$ cat src/rtl/mp_add_sequencer.sv
// mp_add_sequencer: streams multi-word add/subtract through one shared 32-bit adder.
// Operand words are read least-significant first from a dual-read RAM. Each word
// is summed in the cycle after its read and written back, with the inter-word
// carry held in a register.
// Optional feature macro: MP_ADD_SUB_EN (subtract support). When it is undefined,
// the design is add-only and has no inverters on the B path.
module mp_add_sequencer #(
    parameter int WORDS = 32,
    parameter int AW    = $clog2(WORDS)
) (
    input  logic          CLK,
    input  logic          RST,
    input  logic          start,
    input  logic          sub,
    input  logic [AW:0]   len,
    output logic          busy,
    output logic          done,
    output logic          carry_out,
    output logic          rd_en,
    output logic [AW-1:0] rd_addr,
    input  logic [31:0]   rd_a,
    input  logic [31:0]   rd_b,
    output logic [31:0]   add_a,
    output logic [31:0]   add_b,
    output logic          add_cin,
    input  logic [31:0]   add_s,
    input  logic          add_cout,
    output logic          wr_en,
    output logic [AW-1:0] wr_addr,
    output logic [31:0]   wr_data
);

`ifdef MP_ADD_SUB_EN
    localparam logic SUB_EN = 1'b1;
`else
    localparam logic SUB_EN = 1'b0;
`endif

    localparam logic [AW:0] MAX_N = WORDS[AW:0];

    typedef enum logic [1:0] {IDLE, RUN, DRAIN, FINISH} state_t;

    state_t      state;
    logic [AW:0] n_q;
    logic        sub_q;
    logic        carry_q;
    logic [AW:0] n_in;

    // Clamp the requested length to the RAM depth.
    assign n_in = (len > MAX_N) ? MAX_N : len;

    // Control FSM. The read and write pointers and the carry register are kept here too.
    always_ff @(posedge CLK or posedge RST) begin
        if (RST) begin
            state     <= IDLE;
            n_q       <= '0;
            sub_q     <= 1'b0;
            carry_q   <= 1'b0;
            busy      <= 1'b0;
            done      <= 1'b0;
            carry_out <= 1'b0;
            rd_en     <= 1'b0;
            rd_addr   <= '0;
            wr_en     <= 1'b0;
            wr_addr   <= '0;
        end else begin
            done  <= 1'b0;
            // Read data arrives one cycle after the strobe, so the write trails the read.
            wr_en <= rd_en;
            if (wr_en) begin
                carry_q <= add_cout;
                wr_addr <= wr_addr + AW'(1);
            end
            case (state)
                IDLE: begin
                    if (start) begin
                        // A subtract is ~B + 1, so the carry register is preloaded with sub.
                        sub_q     <= SUB_EN & sub;
                        carry_q   <= SUB_EN & sub;
                        n_q       <= n_in;
                        rd_addr   <= '0;
                        wr_addr   <= '0;
                        carry_out <= 1'b0;
                        busy      <= 1'b1;
                        if (n_in == '0) begin
                            state <= FINISH;
                            done  <= 1'b1;
                        end else begin
                            state <= RUN;
                            rd_en <= 1'b1;
                        end
                    end
                end
                RUN: begin
                    if ({1'b0, rd_addr} == n_q - (AW+1)'(1)) begin
                        rd_en <= 1'b0;
                        state <= DRAIN;
                    end else begin
                        rd_addr <= rd_addr + AW'(1);
                    end
                end
                DRAIN: begin
                    // The last word is being written now. Its adder carry-out is the final
                    // carry. A subtract reports borrow, which is the inverted carry.
                    state     <= FINISH;
                    done      <= 1'b1;
                    carry_out <= sub_q ^ add_cout;
                end
                FINISH: begin
                    busy  <= 1'b0;
                    state <= IDLE;
                end
                default: state <= IDLE;
            endcase
        end
    end

    // Adder operands and write data are live only during a write cycle. They are zero otherwise.
    always_comb begin
        add_a   = '0;
        add_b   = '0;
        add_cin = 1'b0;
        wr_data = '0;
        if (wr_en) begin
            add_a   = rd_a;
`ifdef MP_ADD_SUB_EN
            add_b   = sub_q ? ~rd_b : rd_b;
`else
            add_b   = rd_b;
`endif
            add_cin = carry_q;
            wr_data = add_s;
        end
    end

endmodule

$ cat config.mk
export PLATFORM = sky130hd
export DESIGN_NAME = mp_add_sequencer
export DESIGN_NICKNAME = d
export VERILOG_FILES = /design/src/rtl/mp_add_sequencer.sv
export SDC_FILE = /design/constraint.sdc
export NUM_CORES = 1
export LEC_CHECK = 0
export CORE_AREA = 4 4 83 85
export DETAILED_ROUTE_END_ITERATION = 6
export DIE_AREA = 0 0 87 89
export DONT_BUFFER_PORTS = 1
export GPL_ROUTABILITY_DRIVEN = 0
export GPL_TIMING_DRIVEN = 0
export PLACE_DENSITY_LB_ADDON = 0.1
export SLEW_MARGIN = 20
export SYNTH_ARGS = -nofsm -noshare
export SYNTH_HDL_FRONTEND = slang
export SYNTH_SLANG_ARGS = --single-unit
$ cat constraint.sdc
create_clock -name CLK -period 1.9 [get_ports CLK]
set_input_delay 0.38 -clock CLK [delete_from_list [all_inputs] [get_ports CLK]]
set_output_delay 0.38 -clock CLK [all_outputs]
set_load 0.005 [all_outputs]
==> results of run 1 <==
[cell usage in the layout (no fill, tap or decap), types with 2 or more instances in the layout]
cell,instances
clkbuf_2,8
and2_2,6
ha_1,6
buf_2,2
mux2i_1,4
nand2_1,19
and2_1,92
a21oi_1,3
xor2_1,4
o21ai_0,6
nand4_1,3
xnor2_1,5
a2bb2oi_2,2
clkbuf_1,4
clkbuf_8,3
nand3b_1,6
inv_1,8
a21oi_2,2
dfrtp_1,23
buf_4,2
buf_6,2
nor2_1,10
a31oi_1,2
nand2b_1,2
nor3_1,3
[area by class of cell]
class / count / area [um^2]
clock buffer: 3 / 41.3
inverter: 8 / 30.0
clock inverter: 1 / 30.0
sequential: 24 / 602
tap: 77 / 96.3
buffer: 16 / 82.6
timing repair buffer: 4 / 31.3
multi-input combinational: 202 / 1410
fill: 647 / 3880
[state kept, by name, summed over array words and instances (netlist names)]
register   flops
carry_out      1
carry_q        1
rd_en          1
wr_addr        5
rd_addr        5
wr_en          1
n_q            6
state          2
done           1
busy           1
[power by group through the flow]
| stage | registers, uW | clock network, uW | logic (uW) |
|---|---|---|---|
| floorplan | 860 | 0 | 1000 |
| global placement | 933 | 0 | 1230 |
| detailed placement | 930 | 0 | 1230 |
| CTS | 917 | 475 | 1370 |
| global route | 950 | 489 | 1690 |
| finish | 920 | 461 | 1510 |
[routing by layer]
metal	routed length [um]	global-route usage
met5	0	0
met4	111	0.0382
met3	1170	0.0949
met2	3930	0.333
met1	3440	0.259
[what timing repair did]
action                                  CTS  global route
gates cloned                              1             0
endpoints found under the setup margin   88            80
resized for setup                        16            26
pin swaps                                 4             3
buffers inserted                          3             0
hold buffers                              0             0
[worst paths after layout]
kind	startpoint	end	slack [ns]
min in group CLK	len[5]	n_q[5]	0.22
max	n_q[0]	rd_addr[0]	-0.06
min reg2reg	rd_en	wr_en	0.48
min	RST	carry_q	0.22
max in group asynchronous	RST	n_q[2]	1.03
max reg2reg	n_q[0]	rd_addr[0]	-0.06
[per-stage QoR]
step	setup slack [ns]	power (uW)
after detailed placement	-0.167	2160
final	-0.0635	2890
after floorplan	0.0313	1860
after global placement	-0.179	2160
after CTS	-0.0905	2760
after global routing	-0.134	3130
[cell families (layout without fill, tap and decap cells)]
family	Yosys count	in the layout	synth area share
mux	5	5	0.0255
simple gates	151	151	0.436
fa+ha+maj	7	7	0.0434
flops	24	24	0.298
buf+inv	25	32	0.0509
compound gates	29	29	0.103
xor+xnor	10	10	0.0434
==> flow_summary.yaml, run 1 <==
setup_path:
  cp-start-kind: "flop"
  crit_family: "simple AND/OR/NAND/NOR gates"
  worstPathCellList: "or4_4 -> nor2_4 -> xnor2_2 -> o2111ai_4 -> mux2_2 -> a22o_1"
  r2r_cells: 6
  crit_type: "flop to flop"
  critPathSlowestCell: "or4_4"
  cp.depth: 6
  crit_path_end_kind: "flop"
  critPathBufInv: 0
  slowest_delay_ns: 0.55
  critPathRequiredTime_ns: 2.07
  worstPathArrival_ns: 2.13
  critPathMaxFanout: 4
timing:
  final-max-slew-violation-count: 0
  min_period_over_period: 1.03
  fin_crit_ns: 1.96
  setup_viol: 5
  whs_ns: 0.216
  worst_pin_slew_ns: 0.982
  relSlewSlack: 0.345
  final_hold_viol_count: 0
  fin_setup_tns_ns: -0.186
  rsz0062_at_grt: "yes"
  fmax_mhz: 509
  setup_slack_ns: -0.0635
  worst_clock_skew_ns: 0.00196
routing:
  dr.first_iter.drc_count: 44
  wl_mm: 8.64
  drc: 0
  viasPerCell: 5.47
  wl_per_cell_um: 25.8
  drtPass1Iterations: 4
  vias: 1831
  ant_nets: 0
logic_synthesis:
  synth_edf_count: 0
  ys_ff_latch: 24
  synth.net_count: 365
  synth_seq_area_share: 0.298
  avgSynthCellArea_um2: 8.03
  yosysMostFrequentCell: "and2_1"
  synthTopCellsByCount: "and2_1 (98), dfrtp_1 (24), nand2_1 (20), clkbuf_1 (14), nor2_1 (10)"
  yosys_warnings: 0
  synth_area_um2: 2020
  synthArstFlopShare: 1.00
  ys_types: 41
  synth.area.top_cells: "and2_1 (30%), dfrtp_1 (30%), ha_1 (4.3%), nand2_1 (3.7%), clkbuf_1 (2.6%)"
  ys_dominant_reg_cell: "dfrtp_1"
  synth_cells: 251
  synth.largest_area_cell: "and2_1"
  yosysTopAreaCellShare: 0.304
finish:
  design_area_um2: 2320
  diodes: 0
  area_growth_pct: 15.2
  drive_gt1_frac: 0.178
  finalNetCount: 373
  final_core_util: 0.374
  final_cells: 335
power_and_ir_drop:
  intPower_uw: 1670
  p_seq_frac: 0.318
  p_comb_frac: 0.522
  swShare: 0.421
  leakagePower_uw: 0.000950
  power.share.clock: 0.160
  power-per-cell-area_nw_per_um2: 1240
  ir_drop_mv: 0.595
  p_sw_uw: 1220
worst_hold_path:
  hp-class: "input pin to async pin"
place:
  dp_hpwl_mm: 7.46
  placedInstanceArea_um2: 2110
  dp_cells: 328
  port_buffers: 0
clock_tree:
  cts_root_buf: "clkbuf_8"
  cts_max_level: 1
  clock_path_buffers: 2
  cts_tree: "done"
  clkSlewWorstSetupHoldPaths_ns: 0.09
  clock_latency_ns: 0.27
  cts_sinks: 24
  cts_made_buffers: 3
global_routing:
  grt_overflow: 0
  grt_max_degree: 25
  first_global_vias: 1820
  antenna_found_initial: 0
  grt_pass1_wl_mm: 11.6
  track_usage: 0.208
floorplan:
  start_util: 0.325
  die_h_um: 89
  die_area_um2: 7740
  pin_count: 219
  std_cell_rows: 29
  core_um2: 6200
  fp.dieW_um: 87
status:
  violations: "negative setup slack"
  outcome: "complete, but fails checks"
flow_run:
  cap_viol_max_count: 0
Note: power is estimated with default switching activity, not from simulation.
==> run 2, diff against run 1 <==
- ABC_AREA: default -> 1
- CORE_AREA: 4 4 83 85 -> default
- CORE_ASPECT_RATIO: default -> 0.5
- CORE_MARGIN: default -> 4
- CORE_UTILIZATION: default -> 29
- CTS_BUF_LIST: default -> sky130_fd_sc_hd__clkbuf_4
- DIE_AREA: 0 0 87 89 -> default
==> run 2 against run 1 <==
Compared with the run above: global-route usage decreased by 6.4 points; the flow now finishes without violations; critical path depth is 2 lower; first-iteration DRC count increased by 130%; power is 17% lower; hold slack lost 0.21 ns; highest routed layer unchanged; clock power down 47%; cell count rose by 43%.
==> flow_summary.yaml, run 2 <==
floorplan:
  pin_count: 219
  die_area_um2: 8900
  std_cell_rows: 21
  start_util: 0.310
  core_um2: 6910
  die_h_um: 68.8
  fp.dieW_um: 130
setup_path:
  crit_type: "flop to primary output"
  critPathRequiredTime_ns: 1.52
  worstPathArrival_ns: 1.41
  crit_path_end_kind: "primary output"
  crit_family: "buffers and inverters"
  cp-start-kind: "flop"
  critPathBufInv: 3
  critPathSlowestCell: "dfrtp_2"
  slowest_delay_ns: 0.45
  critPathMaxFanout: 10
  worstPathCellList: "clkbuf_4 -> clkbuf_2 -> nand2_1 -> inv_1"
logic_synthesis:
  synth_cells: 382
  ys_dominant_reg_cell: "dfrtp_1"
  synth_edf_count: 0
  synth.largest_area_cell: "dfrtp_1"
  synth_area_um2: 2140
  synth.area.top_cells: "dfrtp_1 (28%), nand2_1 (25%), inv_1 (22%), ha_1 (4.1%), nand3_1 (3.7%)"
  yosysTopAreaCellShare: 0.281
  ys_ff_latch: 24
  avgSynthCellArea_um2: 5.60
  yosys_warnings: 0
  synthTopCellsByCount: "nand2_1 (140), inv_1 (126), dfrtp_1 (24), nand3_1 (16), nor2_1 (15)"
  ys_types: 24
  synthArstFlopShare: 1.00
  synth.net_count: 496
  yosysMostFrequentCell: "nand2_1"
  synth_seq_area_share: 0.281
finish:
  design_area_um2: 2320
  largest_reg_flops: 6
  ff_latch_area_um2: 602
  mostFrequentLayoutCells: "nand2_1 (140), inv_1 (122), dfrtp_1 (23)"
  largest_register: "n_q"
  final_common_cell: "nand2_1"
  drive_gt1_frac: 0.0773
  diodes: 0
  num-fill-cells: 792
  largestRegisters: "n_q x6, rd_addr x5, wr_addr x5"
  finalNetCount: 503
  multi_input_area_um2: 1020
  final_core_util: 0.335
  area_growth_pct: 8.24
routing:
  wl_mm: 7.26
  vias: 2128
  drc: 0
  dr.first_iter.drc_count: 103
  ant_nets: 0
  wl_per_cell_um: 15.1
  drtPass1Iterations: 6
  viasPerCell: 4.43
power_and_ir_drop:
  power-per-cell-area_nw_per_um2: 1030
  leakagePower_uw: 0.00169
  ir_drop_mv: 0.274
timing:
  setup_slack_ns: 0.109
  fmax_mhz: 558
  min_period_over_period: 0.942
  worst_pin_slew_ns: 0.932
  final_hold_viol_count: 0
  fin_crit_ns: 1.79
  setup_viol: 0
  worst_clock_skew_ns: 0.0105
  whs_ns: 0.00578
  relSlewSlack: 0.375
  rsz0062_at_grt: "no"
  fin_setup_tns_ns: 0
  final-max-slew-violation-count: 0
worst_hold_path:
  hp-class: "input pin to async pin"
status:
  outcome: "completed"
clock_tree:
  cts_max_level: 1
  clock_latency_ns: 0.33
  clock_path_buffers: 2
  hold_buffers: 0
  cts_made_buffers: 3
  cts_sinks: 24
  cts_tree: "done"
  clkSlewWorstSetupHoldPaths_ns: 0.15
  cts_root_buf: "clkbuf_4"
flow_run:
  cap_viol_max_count: 0
place:
  pre_cts_slack_ns: 0.0168
  dp_hpwl_mm: 6.24
  port_buffers: 0
  placedInstanceArea_um2: 2260
global_routing:
  antenna_found_initial: 0
  grt_max_degree: 25
  grt_overflow: 0
  grt_pass1_wl_mm: 10.3
  first_global_vias: 2020
  track_usage: 0.144
==> run 2: report_power, final <==
group	switching, uW	total, uW	internal [uW]
logic	828	1290	458
registers	185	859	674
clock network	168	245	77.0
==> run 2: path summary, 6_finish.rpt <==
path                          start     endpoint  slack (ns)  cells past startpoint
max                           wr_en  wr_data[23]        0.11                      4
min                             RST        rd_en       0.006                      1
max reg2reg                state[0]   rd_addr[3]        0.22                      9
min reg2reg                   rd_en        wr_en        0.47                      0
max in group asynchronous       RST        wr_en        1.42                      1
min in group CLK             len[0]       n_q[0]        0.18                      2
==> run 2: kinds of logic after synthesis <==
group,synth area share
AOI/OAI and AO/OA,0.0468
xor gates and xnor gates,0.0205
adders and majority gates,0.0409
buffers and inverters,0.244
DFF,0.281
and+or+nand+nor,0.368
==> run 2: worst reg2reg max path, delay by kind of cell (launching register included) <==
family / cells / cell delay [ns]
flops: 1 / 0.42
buf+inv: 3 / 0.35
simple gates: 4 / 0.44
compound gates: 1 / 0.16
fa+ha+maj: 1 / 0.26
==> run 2: what timing repair did <==
item,4_1_cts,5_1_grt
gates resized for setup,12,6
endpoints found under the setup margin,81,12
setup buffers,0,2
==> run 2: metal layers <==
metal,up-vias,wire [um],global-route usage
met3,2,780,0.0738
met1,967,2910,0.180
met4,0,27,0.0194
li1,1082,-,-
met2,77,3540,0.231
met5,-,0,0
==> run 2: metrics by stage <==
stage,power (uW),std cells
after CTS,2410,478
after detailed placement,2150,474
after floorplan,1860,382
after global routing,2680,480
final,2390,480
after global placement,2130,474
==> run 2: cell type report <==
type	count	area share
Multi-Input combinational cell	219	0.440
Sequential cell	24	0.260
Inverter	128	0.209
Tap cell	92	0.0497
Buffer	11	0.0243
Clock buffer	3	0.00972
Timing Repair Buffer	2	0.00648
Clock inverter	1	0.00162
==> RTL edit: new RTL, settings of run 2 <==
Build with the macro `MP_ADD_SUB_EN` defined.
--- a/src/rtl/mp_add_sequencer.sv
+++ b/src/rtl/mp_add_sequencer.sv
@@ -5,4 +5,6 @@
 // Optional feature macro: MP_ADD_SUB_EN (subtract support). When it is undefined,
 // the design is add-only and has no inverters on the B path.
+`define MP_ADD_SUB_EN
+
 module mp_add_sequencer #(
     parameter int WORDS = 32,
Behaviour: not the same (a bounded check fails within 4 cycles, from zero or initial values and one cycle with RST high).
==> RTL edit against run 2 <==
  * Non-clock buffer count up 4
  * Routed wire length is 7.5% higher
  * Sequential cell count increased by 1
  * Synthesized cell count up 1.8%
  * Area after synthesis rose by 8.4%
  * Cell area increased by 12%
  * Maximum frequency rose by 0.44%
  * Worst setup slack better by 0.0078 ns
Power is not compared: it rests on default switching activity, and its combinational part moved more than twofold at a synthesized area within 25%.
==> RTL edit: results (changes against run 2) <==
metric	value	unit	change
H-tree depth	1		unchanged
minimum clock period	1.78	ns	-0.00778 ns
maximum clock path buffer count	2		unchanged
layout cells sized above 1	9.11	%	+1.4 points
GRT Overall Usage	15.3	%	+0.87 points
final hold slack	0.171	ns	+0.165 ns
nets@finish	510		+1.4%
DR vias	2278		+7.0%
placed wire-length estimate	6740	µm	+8.0%
CTS clk-pin slew, worst paths	0.15	ns	about the same
root buffer cell	clkbuf_4		
First-pass DRT Iterations	5		-1
Hold Path Class	input port to flip-flop		
largest net degree at the start of global routing	26		+4.0%
yosys warns	0		unchanged
status	finished clean		
Clock Skew	0.00848	ns	-0.00198 ns
Synth area leaders	dfrtp_1 (27%), nand2_1 (18%), inv_1 (14%)		
ys async rst share	100	%	unchanged
reg-to-reg slack, setup	0.19	ns	-0.03 ns
Antenna diodes	0		unchanged
pre-CTS setup slack	0.0718	ns	+0.0549 ns
sequential area share after synthesis	27.0	%	-1.1 points
first-pass GRT wire length	12000	µm	+17%
worst slew pin tran	0.498	ns	-0.434 ns
DRT iter0 DRCs	53		-49%
synth cell count leaders	nand2_1 (112), inv_1 (87), nor2_1 (50)		
Port Buf Inserts	0		unchanged
Syn Nets	503		+1.4%
clk_lat worst skew	0.32	ns	
WL per Instance	15.5	µm	+2.6%
Crit path largest cell delay	0.38	ns	-0.07 ns
Crit-path slowest cell	dfrtp_1		
==> RTL edit: cell count changes in the layout (fill, tap and decap cells not counted), moves of 4 or more <==
cell            run 2  this run
nor2_1             15        45
a21oi_1             4         8
nand2_1           140       111
nor2_2              2         6
inv_1             122        84
o21ai_0            10        17
xnor2_1             3        34
==> RTL edit: final cells by class <==
type,count,area [µm²]
Clock buffer,3,22.5
Fill cell,827,4950
Clock inverter,1,5.00
Buffer,13,86.3
Multi-Input combinational cell,260,1320
Tap cell,108,135
Inverter,89,337
Timing Repair Buffer,4,52.6
Sequential cell,25,626
==> RTL edit: critical path, delay by kind of cell (launching register included) <==
family                    cells  cell delay [ns]
DFF                           1             0.38
and+or+nand+nor               1             0.15
xor gates and xnor gates      1             0.15
buffers and inverters         2             0.39
==> RTL edit: final timing paths <==
check / startpoint / endpoint / cells after the start
worst max-delay path: sub_q / add_b[30] / 4
worst min-delay path: len[3] / n_q[3] / 2
worst max register to register: n_q[1] / rd_addr[0] / 12
worst min register to register: rd_en / wr_en / 0
max in group asynchronous: RST / busy / 3
min in group asynchronous: RST / rd_addr[3] / 2
==> RTL edit: through the flow <==
stage	setup TNS, ns	cell area (µm²)	instances
global route	-0.00909	2590	503
detailed placement	0	2450	497
CTS	0	2500	501
floorplan	0	2320	389
finish	0	2590	503
global placement	0	2450	497
==> RTL edit: layer usage <==
| metal | track usage [%] | share of wire [%] | up-vias |
|---|---|---|---|
| li1 | - | - | 1141 |
| met1 | 18.6 | 41 | 1024 |
| met2 | 28.6 | 51 | 111 |
| met3 | 3.30 | 7.0 | 2 |
| met4 | 2.03 | 0.36 | 0 |
| met5 | 0 | 0 | - |
==> RTL edit: where the power goes <==
part | leakage (nW) | internal (mW) | switching [mW]
sequential | 0.317 | 0.743 | 0.221
clock | 0.0177 | 0.0789 | 0.170
combinational | 1.26 | 1.02 | 1.83
==> RTL edit: logic make-up (layout without fill, tap and decap cells) <==
logic type	after synthesis	in the layout	synth area share [%]
AO/OA/AOI/OAI	30	30	6.80
adder cells (fa/ha/maj)	7	7	3.78
XOR/XNOR	34	34	12.8
flip-flops	25	25	27.0
buffers and inverters	104	110	17.2
AND/OR/NAND/NOR	189	189	32.5
==> RTL edit: what timing repair did <==
action | CTS | global route
hold buffers | 0 | 1
pin swaps | 0 | 0
setup endpoints to repair | 46 | 98
endpoints found under the hold margin | 0 | 9
buffers inserted | 0 | 2
resized for setup | 9 | 26
gates cloned | 0 | 0
